[src/rtl/register_file_if.sv]
// Bus bundle between the ID stage register file and its users: one WB write
// port and two combinational read ports (rs, rt).
interface register_file_if;
    logic        RegWrite;
    logic [4:0]  WriteReg;
    logic [31:0] WriteData;
    logic [4:0]  ReadReg1;
    logic [4:0]  ReadReg2;
    logic [31:0] ReadData1;
    logic [31:0] ReadData2;

    modport master (
        output RegWrite,
        output WriteReg,
        output WriteData,
        output ReadReg1,
        output ReadReg2,
        input  ReadData1,
        input  ReadData2
    );

    modport slave (
        input  RegWrite,
        input  WriteReg,
        input  WriteData,
        input  ReadReg1,
        input  ReadReg2,
        output ReadData1,
        output ReadData2
    );
endinterface

[src/rtl/register_file.sv]
// 32 x 32-bit MIPS register file: one write port, two combinational read
// ports, $0 hardwired to zero, optional same-cycle write-to-read forwarding.
module register_file #(
    parameter bit BYPASS = 1'b1
) (
    input  logic           clk,
    input  logic           rst_n,
    register_file_if.slave bus
);

    logic [31:0] regs [31:0];
    logic        write_hit;
    logic [31:0] read_data1;
    logic [31:0] read_data2;

    // A write to $0 is dropped, so entry 0 only ever holds its reset value.
    assign write_hit = bus.RegWrite && (bus.WriteReg != 5'd0);

    // Storage update: asynchronous clear, then one write per rising edge.
    always_ff @(posedge clk or negedge rst_n) begin
        if (!rst_n) begin
            for (int i = 0; i < 32; i++) begin
                regs[i] <= 32'd0;
            end
        end else if (write_hit) begin
            regs[bus.WriteReg] <= bus.WriteData;
        end
    end

    // Read port 1: $0 forced to zero, forward the in-flight write on a match.
    always_comb begin
        read_data1 = 32'd0;
        if (bus.ReadReg1 != 5'd0) begin
            if (BYPASS && write_hit && (bus.WriteReg == bus.ReadReg1)) begin
                read_data1 = bus.WriteData;
            end else begin
                read_data1 = regs[bus.ReadReg1];
            end
        end
    end

    // Read port 2: same selection as port 1, evaluated independently.
    always_comb begin
        read_data2 = 32'd0;
        if (bus.ReadReg2 != 5'd0) begin
            if (BYPASS && write_hit && (bus.WriteReg == bus.ReadReg2)) begin
                read_data2 = bus.WriteData;
            end else begin
                read_data2 = regs[bus.ReadReg2];
            end
        end
    end

    assign bus.ReadData1 = read_data1;
    assign bus.ReadData2 = read_data2;

endmodule

[src/flat_wrapper.sv]
// flat-port wrapper written by rule: the top's interface ports become plain ports
module register_file_flat 
#(
    parameter bit BYPASS = 1'b1
)
  (clk, rst_n, bus_RegWrite, bus_WriteReg, bus_WriteData, bus_ReadReg1, bus_ReadReg2, bus_ReadData1, bus_ReadData2);
  register_file_if bus_i ();
  input  logic clk;
  input  logic rst_n;
  input wire logic [$bits(bus_i.RegWrite)-1:0] bus_RegWrite;
  input wire logic [$bits(bus_i.WriteReg)-1:0] bus_WriteReg;
  input wire logic [$bits(bus_i.WriteData)-1:0] bus_WriteData;
  input wire logic [$bits(bus_i.ReadReg1)-1:0] bus_ReadReg1;
  input wire logic [$bits(bus_i.ReadReg2)-1:0] bus_ReadReg2;
  output wire logic [$bits(bus_i.ReadData1)-1:0] bus_ReadData1;
  output wire logic [$bits(bus_i.ReadData2)-1:0] bus_ReadData2;
  assign bus_i.RegWrite = bus_RegWrite;
  assign bus_i.WriteReg = bus_WriteReg;
  assign bus_i.WriteData = bus_WriteData;
  assign bus_i.ReadReg1 = bus_ReadReg1;
  assign bus_i.ReadReg2 = bus_ReadReg2;
  assign bus_ReadData1 = bus_i.ReadData1;
  assign bus_ReadData2 = bus_i.ReadData2;
  register_file #(.BYPASS(BYPASS)) u_core (.clk(clk), .rst_n(rst_n), .bus(bus_i));
endmodule
[config.mk]
export PLATFORM = sky130hd
export DESIGN_NAME = register_file_flat
export DESIGN_NICKNAME = d
export VERILOG_FILES = /design/src/rtl/register_file_if.sv /design/src/rtl/register_file.sv /design/src/flat_wrapper.sv
export SDC_FILE = /design/constraint.sdc
export NUM_CORES = 2
export LEC_CHECK = 0
export BUFFER_PORTS_ARGS = -buffer_cell sky130_fd_sc_hd__buf_2
export CAP_MARGIN = 5
export CELL_PAD_IN_SITES_DETAIL_PLACEMENT = 1
export CELL_PAD_IN_SITES_GLOBAL_PLACEMENT = 1
export CORE_MARGIN = 4
export CORE_UTILIZATION = 50
export CTS_CLUSTER_DIAMETER = 150
export CTS_CLUSTER_SIZE = 14
export DETAILED_ROUTE_END_ITERATION = 8
export PLACE_DENSITY_LB_ADDON = 0.1
export SLEW_MARGIN = 20
export SYNTH_ARGS = -nofsm -noshare
export SYNTH_HDL_FRONTEND = slang
export SYNTH_SLANG_ARGS = --single-unit
[constraint.sdc]
create_clock -name clk -period 3.7 [get_ports clk]
set_input_delay 0.74 -clock clk [delete_from_list [all_inputs] [get_ports clk]]
set_output_delay 0.74 -clock clk [all_outputs]
set_load 0.01 [all_outputs]
# --- Word level (Yosys, flattened, before mapping) ---
# Cells that the tools add are included.
totals:
  register_bits: 1024
  elab_cells: 56
  in_bits: 50
  output_inout_bits: 64
classes:
  reduce_logical: 7
  mux: 11
  n_eq_ne: 2
  order_cmp: 4
op_table:
  columns: ["operator", "count"]
  rows:
  - ["bitwise mux 1024 bit", 1]
  - ["binary-select mux 32 bit (select 5 bit)", 2]
  - ["two-way mux 32 bit", 7]
  - ["demux 32 bit (select 5 bit)", 1]
  - ["less-than comparator 5 x 6 -> 1 bit (second input constant)", 3]
  - ["nonzero test 5 bit", 3]
  - ["== test 5 bit", 2]
  - ["greater-or-equal comparator 5 x 1 -> 1 bit (second input constant)", 1]
  - ["logical AND 1 bit", 4]

# --- Logic depth before layout (Yosys ltp) ---
depth:
  word_depth: 5
  ltp_mapped: 10
  depth_no_buf: 5

# --- Least setup slack after synthesis ---
# No wires, ideal clock.
synth_timing:
  path_kind: "input to output"
  startpoint: "input bus_ReadReg2[0]"
  endpoint: "output bus_ReadData2[11]"
  path_stages: 7
  t_required_ps: 2960
  arrival_ps: 2468
  path_buffers: 3
  setup_slack_ps: 492
  path_cell_list: "buf_2 > buf_2 > buf_2 > mux4_2 > a211oi_1 > nand2_1 > a32o_1"
synth_between:
  elab_chain_cells: 4
synth_rtl:
  columns: ["item", "line_no", "source"]
  rows:
  - ["start: declaration", "flat_wrapper.sv:14", "input wire logic [$bits(bus_i.ReadReg2)-1:0] bus_ReadReg2;"]
  - ["binary-select mux 32 bit (select 5 bit) or == test 5 bit (tied branches)", "register_file.sv:49, register_file.sv:46", null]
  - ["two-way mux 32 bit (not written as such) or logical AND 1 bit (tied branches)", "register_file.sv:49, register_file.sv:46", null]
  - ["two-way mux 32 bit", "register_file.sv:46", "if (BYPASS && write_hit && (bus.WriteReg == bus.ReadReg2)) begin"]
  - ["two-way mux 32 bit *", "register_file.sv:45", "if (bus.ReadReg2 != 5'd0) begin"]
  - ["end: declaration", "flat_wrapper.sv:16", "output wire logic [$bits(bus_i.ReadData2)-1:0] bus_ReadData2;"]
# Every way passes the cells marked *; elsewhere a longest branch is shown, timed or not. The select of a mux whose other input is x is not followed.

# --- Worst setup path after layout ---
layout_timing:
  startpoint: "input bus_WriteReg[1]"
  endpoint: "output bus_ReadData1[19]"
layout_between:
  elab_chain_cells: 5
layout_rtl:
  columns: ["item", "line_no", "source"]
  rows:
  - ["start: declaration", "flat_wrapper.sv:11", "input wire logic [$bits(bus_i.WriteReg)-1:0] bus_WriteReg;"]
  - ["nonzero test 5 bit", "register_file.sv:17", "assign write_hit = bus.RegWrite && (bus.WriteReg != 5'd0);"]
  - ["logical AND 1 bit", "register_file.sv:17", null]
  - ["logical AND 1 bit *", "register_file.sv:34", "if (BYPASS && write_hit && (bus.WriteReg == bus.ReadReg1)) begin"]
  - ["two-way mux 32 bit *", "register_file.sv:34", null]
  - ["two-way mux 32 bit *", "register_file.sv:33", "if (bus.ReadReg1 != 5'd0) begin"]
  - ["end: declaration", "flat_wrapper.sv:15", "output wire logic [$bits(bus_i.ReadData1)-1:0] bus_ReadData1;"]
# Every way passes the cells marked *; elsewhere a longest branch is shown, timed or not.

==> flow_metrics.tcl <==
set metrics [dict create \
    cts.path.max_buffers 3 \
    avgSynthCellArea_um2 14.51 \
    reg2reg_depth 1 \
    grt_max_degree 95 \
    crit_required_ns 2.96 \
    synth_edf_count 0 \
    synth_fa_ha_area_share_pct 0 \
    hp-class "primary input to asynchronous set/reset pin" \
    cts_setup_buffers 0 \
    synth_top_family_by_area "multiplexers" \
    area_delta_synth_final_pct 11.17 \
    synth_nets 3843 \
    finalPower_uw 30380 \
    synth_simple_gate_area_share_pct 2.035 \
    core_um2 109000 \
    synth-main-ff-cell "dfrtp_1" \
    grt_antenna_before_repair 11 \
    firstDrtPassIters 6 \
    p_leak_uw 0.02687 \
    finalHoldViolCount 0 \
    ios 114 \
    path_max_fanout 49 \
    synthMuxAreaShare_pct 41.80 \
    finish.instance_area_um2 61180 \
    rrSetupSlack_ns 2.86 \
    setup_viol 0 \
    postSynthCellCount 3793 \
    cts_root_buf "clkbuf_16" \
    tightest_slew_ns 1.042 \
    seq_area_frac_synth_pct 46.56 \
    clock.fmax_ghz 0.2707 \
    ys_top_cells_by_area "dfrtp_1 (47%), mux2_2 (21%), mux4_2 (16%), mux2i_1 (4.6%), clkbuf_1 (1.4%)" \
    relSlewSlack_pct 30.50 \
    maxCapViolCount 0 \
    clkLatencyLatePin_ns 0.66 \
    synth_compound_area_share_pct 5.604 \
    largest_reg_flops 1024 \
    die_w_um 339.8 \
    dpl.hpwl_um 126500 \
    r2r-end "u_core.regs[614]$_DFFE_PN0P_" \
    clkSlewWorstSetupHoldPaths_ns 0.06 \
    drc 0 \
    placed_cell_area_um2 58950 \
    vias 38110 \
    synth_top_area_share_pct 46.56 \
    synth_common_cells "dfrtp_1 (1024), mux2_2 (1013), mux4_2 (401), mux2i_1 (255), clkbuf_1 (209)" \
    reg_top3 "u_core.regs (1024)" \
    yosysMostFrequentCell "dfrtp_1" \
    setup.worst_path.start_class "primary input" \
    async_reset_ff_share_pct 100.0 \
    top_register "u_core.regs" \
    post-place-ws_ns -0.01473 \
    fin_crit_sh_pct 99.84 \
    setup_ws_ns 0.006056 \
    syn_area_um2 55030 \
    rsz0062_at_grt "false" \
    ys_ff_latch 1024 \
    die_area_um2 115400 \
    grt_pass1_wl_um 299100 \
    fin_nets 3900 \
    holdWs_ns 0.1896 \
    initial_core_util_pct 50.49 \
    finalSetupTns_ns 0 \
    wl_per_cell_um 39.14 \
    drt_iter0_drc 4023 \
    critPathKind "primary input to output pin" \
    overflow 0 \
    via_per_inst 7.225 \
    gp_congestion 0.8619 \
    fp-row-count 121 \
    power.density_nw_per_um2 496.5 \
    status "completed" \
    grtUsageTotal_pct 35.64 \
    cts_max_level 3 \
    synth_cell_types 59 \
    numCtsBuffers 83 \
    ir_drop_mv 0.4191 \
    portBuffers 113 \
    cts_sinks 1024 \
    cts_tree "done" \
    cts_hold_buf 0 \
    end_kind "output pin" \
    drtAntennaViolNets 0 \
    drt-total-wl_um 206400 \
    yosys_warnings 0 \
    yosys.area.top_type "dfrtp_1" \
    synth_xor_area_share_pct 0.1591 \
    die_h_um 339.8 \
    drv_slew 0 \
    arrival_ns 2.95 \
    finClkSkew_ns 0 \
    period_needed_ns 3.694 \
    layout-drive-gt1-share_pct 51.09 \
    grt_pass1_vias 40710 \
    r2r_start "u_core.regs[614]$_DFFE_PN0P_" \
]
==> metal layers <==
metal,up-vias,GRT usage [%],part of all wire (%)
li1,14760,-,-
met3,516,8.389,9.1
met2,2037,56.00,47
met4,2,15.36,4.8
met1,20800,47.75,39
met5,-,0,0.0063
==> report_power, final <==
part | switching, uW | internal (uW) | leakage [uW]
sequential | 1740 | 13300 | 0.0132
clock | 4120 | 4140 | 0.00108
combinational | 3030 | 4040 | 0.0126
==> placed cells by master, fill, tap and decap left out, types with 6 or more instances in the layout <==
cell type	n
a221o_1	27
mux2i_1	255
nand2b_1	7
o211ai_1	9
nand2_1	73
o221ai_1	22
clkbuf_16	87
a21oi_1	44
mux4_2	401
a31oi_1	8
nor3_1	24
xnor2_1	6
o21ai_0	23
a221oi_1	23
buf_4	208
buf_12	93
nand2_2	13
o31ai_1	19
dfrtp_1	1024
nor2_4	13
o22a_1	18
nor2_1	29
mux2_2	1013
a32o_1	32
nand3_1	11
diode_2	7
o22ai_1	86
buf_2	104
a211oi_1	31
a22oi_1	61
==> per-stage QoR <==
step / utilization, % / std cells
detailed placement: 54.08 / 5179
finish: 56.13 / 5275
global route: 56.11 / 5268
floorplan: - / 3793
CTS: 56.10 / 5268
global placement: 54.08 / 5179
==> repair_timing <==
| action | in CTS | in global routing |
|---|---|---|
| hold endpoints to repair | 0 | 0 |
| endpoints found under the setup margin | 0 | 3 |
| resized for setup | 0 | 3 |
==> worst max-delay path by stage <==
stage                          from                end  slack [ns]  cells past startpoint
finish              bus_WriteReg[1]  bus_ReadData1[19]       0.006                      8
detailed placement  bus_ReadReg1[2]  bus_ReadData1[25]       -0.01                      8
global route        bus_ReadReg1[4]  bus_ReadData1[31]       0.007                      9
floorplan           bus_ReadReg2[0]  bus_ReadData2[11]        0.49                      7
global placement    bus_ReadReg1[2]  bus_ReadData1[25]        0.03                      8
CTS                 bus_ReadReg1[2]  bus_ReadData1[25]        0.03                      8
==> area by class of cell <==
class | count | area (um2)
tap | 1414 | 1769
multi-input combinational | 2325 | 27510
sequential | 1024 | 25620
clock buffer | 87 | 2177
timing repair buffer | 413 | 4050
antenna | 7 | 17.52
clock inverter | 2 | 25.02
inverter | 3 | 11.26
fill | 10140 | 47820
==> kinds of logic (layout without fill, tap and decap cells) <==
kind of cell	count (synthesis)	count (layout)
AND/OR/NAND/NOR	228	228
AO/OA/AOI/OAI	417	417
XOR/XNOR	10	10
flip-flops	1024	1024
other	0	7
multiplexers	1670	1670
buffers and inverters	444	505
==> worst max-delay path, stage by stage <==
cell and delay, ns:
buf_2 0.15, nor2_1 0.07, a21bo_1 0.26, or4_2 0.73, buf_12 0.26, a21oi_1 0.36, buf_4 0.21, buf_2 0.13
No activity file was read; power rests on OpenSTA's default activity.
